## src/rtl/juego_pkg.sv

```systemverilog
// Shared types, constants and helpers for the minesweeper game controller.
package juego_pkg;

   localparam int TAM = 8;
   localparam logic [3:0] COD_BOMBA_DEF = 4'hF;

   // Bit positions of the action vector built from the button inputs.
   localparam int B_DER     = 0;
   localparam int B_IZQ     = 1;
   localparam int B_ABAJO   = 2;
   localparam int B_ARRIBA  = 3;
   localparam int B_BANDERA = 4;
   localparam int B_REVELAR = 5;
   localparam int B_INICIAR = 6;
   localparam int NUM_BTN   = 7;

   typedef enum logic [2:0] {
      INICIO,
      JUGANDO,
      LEER,
      EVALUAR,
      PERDIO,
      GANO
   } estado_t;

   function automatic logic [5:0] idx(input logic [2:0] x, input logic [2:0] y);
      return {y, x};
   endfunction

endpackage

```

## src/rtl/detector_flanco.sv

```systemverilog
// Registered rising-edge detector: one-cycle pulse, one cycle after the input rises.
module detector_flanco (
   input  logic clk,
   input  logic rst,
   input  logic d,
   output logic pulso
);

   logic prev_q, prev_d;
   logic pulso_q, pulso_d;

   always_comb begin
      prev_d  = d;
      pulso_d = d & ~prev_q;
   end

   always_ff @(posedge clk) begin
      if (rst) begin
         prev_q  <= 1'b0;
         pulso_q <= 1'b0;
      end else begin
         prev_q  <= prev_d;
         pulso_q <= pulso_d;
      end
   end

   assign pulso = pulso_q;

endmodule

```

## src/rtl/control_juego.sv

```systemverilog
// Minesweeper game controller: cursor, reveal sequencing, flags, win/lose detection.
// Build option DETECTOR_FLANCO_EN: treat buttons as levels and act once per press.
//
// state   | meaning
// INICIO  | idle, waiting for iniciar
// JUGANDO | accepting one button action per cycle
// LEER    | board read in flight, cursor frozen
// EVALUAR | celda_dato valid, commit reveal result
// PERDIO  | bomb revealed, outputs held
// GANO    | all safe cells revealed, outputs held
module control_juego
   import juego_pkg::*;
#(
   parameter int         NUM_BOMBAS = 10,
   parameter logic [3:0] COD_BOMBA  = COD_BOMBA_DEF
) (
   input  logic        clk,
   input  logic        rst,
   input  logic        iniciar,
   input  logic        btn_arriba,
   input  logic        btn_abajo,
   input  logic        btn_izq,
   input  logic        btn_der,
   input  logic        btn_revelar,
   input  logic        btn_bandera,
   output logic [2:0]  celda_x,
   output logic [2:0]  celda_y,
   input  logic [3:0]  celda_dato,
   output logic [2:0]  x_jugador,
   output logic [2:0]  y_jugador,
   output logic [63:0] revelados,
   output logic [63:0] banderas,
   output logic [6:0]  cont_revelados,
   output logic        game_over,
   output logic        victoria,
   output logic        jugando
);

   localparam logic [6:0] META   = 7'(TAM * TAM - NUM_BOMBAS);
   localparam logic [2:0] MAX_XY = 3'(TAM - 1);

   logic [NUM_BTN-1:0] btn_in;
   logic [NUM_BTN-1:0] btn;

   assign btn_in = {iniciar, btn_revelar, btn_bandera, btn_arriba,
                    btn_abajo, btn_izq, btn_der};

`ifdef DETECTOR_FLANCO_EN
   for (genvar g = 0; g < NUM_BTN; g++) begin : g_flanco
      detector_flanco u_flanco (
         .clk   (clk),
         .rst   (rst),
         .d     (btn_in[g]),
         .pulso (btn[g])
      );
   end
`else
   assign btn = btn_in;
`endif

   estado_t     estado_q, estado_d;
   logic [2:0]  x_q, x_d, y_q, y_d;
   logic [63:0] rev_q, rev_d, ban_q, ban_d;
   logic [6:0]  cont_q, cont_d;
   logic        go_q, go_d, vic_q, vic_d, jug_q, jug_d;
   logic [5:0]  pos;

   always_comb begin
      estado_d = estado_q;
      x_d      = x_q;
      y_d      = y_q;
      rev_d    = rev_q;
      ban_d    = ban_q;
      cont_d   = cont_q;
      go_d     = go_q;
      vic_d    = vic_q;
      pos      = idx(x_q, y_q);

      case (estado_q)
         INICIO: begin
            if (btn[B_INICIAR]) begin
               estado_d = JUGANDO;
               x_d      = '0;
               y_d      = '0;
               rev_d    = '0;
               ban_d    = '0;
               cont_d   = '0;
               go_d     = 1'b0;
               vic_d    = 1'b0;
            end
         end
         JUGANDO: begin
            // Only the highest-priority button acts; the rest are dropped.
            if (btn[B_REVELAR]) begin
               if (!rev_q[pos] && !ban_q[pos]) estado_d = LEER;
            end else if (btn[B_BANDERA]) begin
               if (!rev_q[pos]) ban_d[pos] = ~ban_q[pos];
            end else if (btn[B_ARRIBA]) begin
               if (y_q != 3'd0) y_d = y_q - 3'd1;
            end else if (btn[B_ABAJO]) begin
               if (y_q != MAX_XY) y_d = y_q + 3'd1;
            end else if (btn[B_IZQ]) begin
               if (x_q != 3'd0) x_d = x_q - 3'd1;
            end else if (btn[B_DER]) begin
               if (x_q != MAX_XY) x_d = x_q + 3'd1;
            end
         end
         LEER: begin
            estado_d = EVALUAR;
         end
         EVALUAR: begin
            rev_d[pos] = 1'b1;
            if (celda_dato == COD_BOMBA) begin
               estado_d = PERDIO;
               go_d     = 1'b1;
            end else begin
               cont_d = cont_q + 7'd1;
               if (cont_d == META) begin
                  estado_d = GANO;
                  vic_d    = 1'b1;
               end else begin
                  estado_d = JUGANDO;
               end
            end
         end
         PERDIO, GANO: begin
            if (btn[B_INICIAR]) begin
               estado_d = INICIO;
               x_d      = '0;
               y_d      = '0;
               rev_d    = '0;
               ban_d    = '0;
               cont_d   = '0;
               go_d     = 1'b0;
               vic_d    = 1'b0;
            end
         end
         default: begin
            estado_d = INICIO;
         end
      endcase

      jug_d = (estado_d == JUGANDO);
   end

   always_ff @(posedge clk) begin
      if (rst) begin
         estado_q <= INICIO;
         x_q      <= '0;
         y_q      <= '0;
         rev_q    <= '0;
         ban_q    <= '0;
         cont_q   <= '0;
         go_q     <= 1'b0;
         vic_q    <= 1'b0;
         jug_q    <= 1'b0;
      end else begin
         estado_q <= estado_d;
         x_q      <= x_d;
         y_q      <= y_d;
         rev_q    <= rev_d;
         ban_q    <= ban_d;
         cont_q   <= cont_d;
         go_q     <= go_d;
         vic_q    <= vic_d;
         jug_q    <= jug_d;
      end
   end

   assign celda_x        = x_q;
   assign celda_y        = y_q;
   assign x_jugador      = x_q;
   assign y_jugador      = y_q;
   assign revelados      = rev_q;
   assign banderas       = ban_q;
   assign cont_revelados = cont_q;
   assign game_over      = go_q;
   assign victoria       = vic_q;
   assign jugando        = jug_q;

endmodule
```

## config.mk

```make
export PLATFORM = sky130hd
export DESIGN_NAME = control_juego
export DESIGN_NICKNAME = d
export VERILOG_FILES = /design/src/rtl/juego_pkg.sv /design/src/rtl/detector_flanco.sv /design/src/rtl/control_juego.sv
export SDC_FILE = /design/constraint.sdc
export NUM_CORES = 1
export LEC_CHECK = 0
export BUFFER_PORTS_ARGS = -buffer_cell sky130_fd_sc_hd__buf_4
export CORE_MARGIN = 1.5
export CORE_UTILIZATION = 45
export CTS_CLUSTER_DIAMETER = 60
export DETAILED_ROUTE_END_ITERATION = 8
export GPL_TIMING_DRIVEN = 0
export PLACE_DENSITY = 0.69
export SYNTH_ARGS = -nofsm -noshare
export SYNTH_HDL_FRONTEND = slang
export SYNTH_HIERARCHICAL = 1
export SYNTH_SLANG_ARGS = --single-unit
```

## constraint.sdc

```tcl
create_clock -name clk -period 3 [get_ports clk]
set_clock_uncertainty 0.05 [all_clocks]
set_input_delay 0.45 -clock clk [delete_from_list [all_inputs] [get_ports clk]]
set_output_delay 0.45 -clock clk [all_outputs]
set_load 0.1 [all_outputs]
```

==> results.ini <==
[power]
combinationalPowerShare=0.306
cellPowerDensity_nw_per_um2=671
switchingPower_mw=2.25
ir_worst_vdd_uv=432
intPower_mw=3.97
p_seq_frac=0.329
power.leakage_nw=4.05
clkPwrFrac=0.365
finalPower_mw=6.22
p_sw_frac=0.362

[final_layout]
nNetsFinal=1007
area_growth_pct=30.5
instances_no_fill=1212
drive_gt1_frac=0.261
n_antenna_cell=0
utilization=0.605
finalInstanceArea_um2=9260

[worst_setup_path]
path_cells=clkbuf_4 -> buf_4 -> buf_4 -> mux4_2 -> mux2i_1 -> o22ai_1 -> nor2_1 -> nand3b_1 -> buf_2 -> buf_2 -> mux2i_1
worst_path_max_delay_cell=dfxtp_2
regToRegSetupSlack_ns=0.05
r2r-end=banderas[18]$_SDFFE_PP0P_
worstPathRequired_ns=3.30
cpPeakStageDelay_ns=0.43
startpoint=celda_x[1]$_SDFFE_PP0P_
cp.depth=11
ff2ff_path_depth=11
start_kind=register
cp_max_fo=10
crit_type=reg2reg
cp_num_buf_inv=5
critical-path-top-delay-family=buffers and inverters
endpoint_kind=register
rr_startpoint=celda_x[1]$_SDFFE_PP0P_
cp.arrival_ns=3.24
crit_end=banderas[18]$_SDFFE_PP0P_

[sta]
hold_violations=0
setup_violations=0
period_share=0.982
relSlewSlack=0.348
final.setup.tns_ns=0
max_freq_ghz=0.340
finalMaxSlewViolations=0
rsz0062_at_grt=no
worst_slack_ns=0.0548
fin_crit_ns=2.95
worst_hold_slack_ns=0.395
worst_pin_slew_ns=0.978

[clocking]
clk_pin_slew_ns=0.06
htree_levels=4
post_cts_buffers=0
cts_root_buffer=clkbuf_16
clk_latency_ns=0.43
cts-resized-gates=13
clockBufferDepth=2
ctsHoldBuffers=0
cts_tree=done
clock_sinks=147
numCtsBuffers=17

[place]
port_buffers=160
gp_congestion=0.909
dpl_worst_slack_ns=-0.422
placed_cells=1182
detailed_place_hpwl_mm=16.4
placed_area_um2=8560

[routing]
wirelength_met1_mm=10.1
wl_met3_mm=2.17
top_layer=met4
wl_mm=23.8
wl_met2_mm=10.8
ant_nets=0
drt-wirelength-per-cell_um=19.6
via_count=7108
drtIter0Drc=852
drc_errors=0
viasPerCell=5.86
firstDrtPassIters=8

[global_routing]
grt_max_degree=17
grt_pass1_vias=6388
grt_first_pass_wirelength_mm=35.7
grt_util_all_layers=0.284
grt_remaining_overflow=0
antenna_found_initial=0

[floorplanning]
initial_core_util=0.463
fp.dieH_um=129
fp.dieW_um=129
rows=45
io_pins=163
dieArea_um2=16500
fp.coreArea_um2=15300

[yosys]
synth-edff-count=0
synth.avg_cell_area_um2=8.75
yosysSeqAreaShare=0.415
ys.flop_type=dfxtp_1
yosysWarnings=6
ys_seq_elements=147
synth_area_um2=7090
synth_cell_types=54
ys_async_sr_fraction=0
syn_inst=811
synthesis.nets=828

[min_path]
hold_class=in2reg

[outcome]
status=finished, final reports clean

[run]
maxCapViolCount=0

## worst register-to-register path: stages, from the launching register on
cell and delay [ns]:
dfxtp_2 0.43, clkbuf_4 0.26, buf_4 0.24, buf_4 0.26, mux4_2 0.32, mux2i_1 0.30
o22ai_1 0.16, nor2_1 0.19, nand3b_1 0.09, buf_2 0.20, buf_2 0.21, mux2i_1 0.16
## Yosys cell counts (3+ instances only)
library cell	number	share of area
and2_1	6	0.0053
nor2b_1	10	0.0088
clkbuf_1	49	0.026
and3_1	6	0.0053
a22oi_1	9	0.0095
o21ai_0	12	0.0085
xor2_1	6	0.0074
or3_1	3	0.0026
dfxtp_1	147	0.41
or2_2	4	0.0035
a32oi_1	3	0.0037
buf_6	5	0.0079
mux4_2	10	0.032
buf_2	16	0.011
a21o_1	3	0.0032
nand3_1	12	0.0085
mux2_2	9	0.014
inv_1	3	0.0016
o22ai_1	5	0.0044
a21oi_1	84	0.059
nor2_1	104	0.055
a221oi_1	5	0.0062
nand2_1	80	0.042
nor3_1	7	0.0049
nand4_1	67	0.059
mux2i_1	93	0.13
nor3b_1	5	0.0053
buf_4	9	0.0095
buf_1	5	0.0026
## power by group through the flow
stage	clock network [mW]	registers, mW	logic [mW]
floorplan	0	2.33	1.10
global placement	0	2.09	1.80
detailed placement	0	2.09	1.81
CTS	2.28	2.05	1.83
global route	2.36	2.05	1.98
finish	2.27	2.05	1.90
## cell usage in the layout (no fill, tap or decap), types with 10 or more instances in the layout
cell | synthesis | layout
mux2i_1 | 93 | 93
dfxtp_1 | 147 | 144
mux4_2 | 10 | 10
buf_4 | 9 | 171
o21ai_0 | 12 | 11
clkbuf_16 | 0 | 17
nand4_1 | 67 | 67
nand3_1 | 12 | 12
clkbuf_1 | 49 | 43
nor2_1 | 104 | 104
nand2_1 | 80 | 80
a21oi_1 | 84 | 84
## metal layers
metal | vias up | global-route usage
met3 | 72 | 0.0690
met4 | 0 | 0.116
met1 | 3403 | 0.382
met2 | 379 | 0.438
li1 | 3254 | -
met5 | - | 0
## state kept, by name, summed over array words and instances (netlist names)
| name | cells |
|---|---|
| banderas | 64 |
| revelados | 64 |
| cont_revelados | 7 |
| celda_x | 3 |
| celda_y | 3 |
| estado_q | 3 |
| game_over | 1 |
| jugando | 1 |
| victoria | 1 |
## kinds of logic (layout without fill, tap and decap cells)
logic type | Yosys count | in the layout | synth area share
fa+ha+maj | 4 | 4 | 0.00917
simple gates | 315 | 315 | 0.213
xor+xnor | 8 | 8 | 0.00988
buf+inv | 88 | 278 | 0.0594
mux | 112 | 112 | 0.177
compound gates | 137 | 137 | 0.116
flops | 147 | 147 | 0.415
## worst min-delay path by stage
stage,start,to,slack (ns),cells past startpoint
after floorplan,estado_q[2]$_SDFF_PP0_,jugando$_SDFF_PP0_,0.49,1
after global placement,game_over$_SDFFE_PP0P_,game_over$_SDFFE_PP0P_,0.40,2
after detailed placement,game_over$_SDFFE_PP0P_,game_over$_SDFFE_PP0P_,0.41,2
after CTS,rst,estado_q[1]$_SDFF_PP0_,0.38,3
after global routing,btn_revelar,jugando$_SDFF_PP0_,0.44,3
final,rst,estado_q[1]$_SDFF_PP0_,0.40,3
## final cells by class
cell class	instances	area, um^2
well taps	211	264
fillers	1403	6050
flip-flops and latches	147	2950
clock buffers	21	470
multi-input cells	576	3760
plain buffers	84	453
repair buffers	160	1200
inverters	4	15.0
clock inverters	9	154
Power figures use the tool's default switching activity.
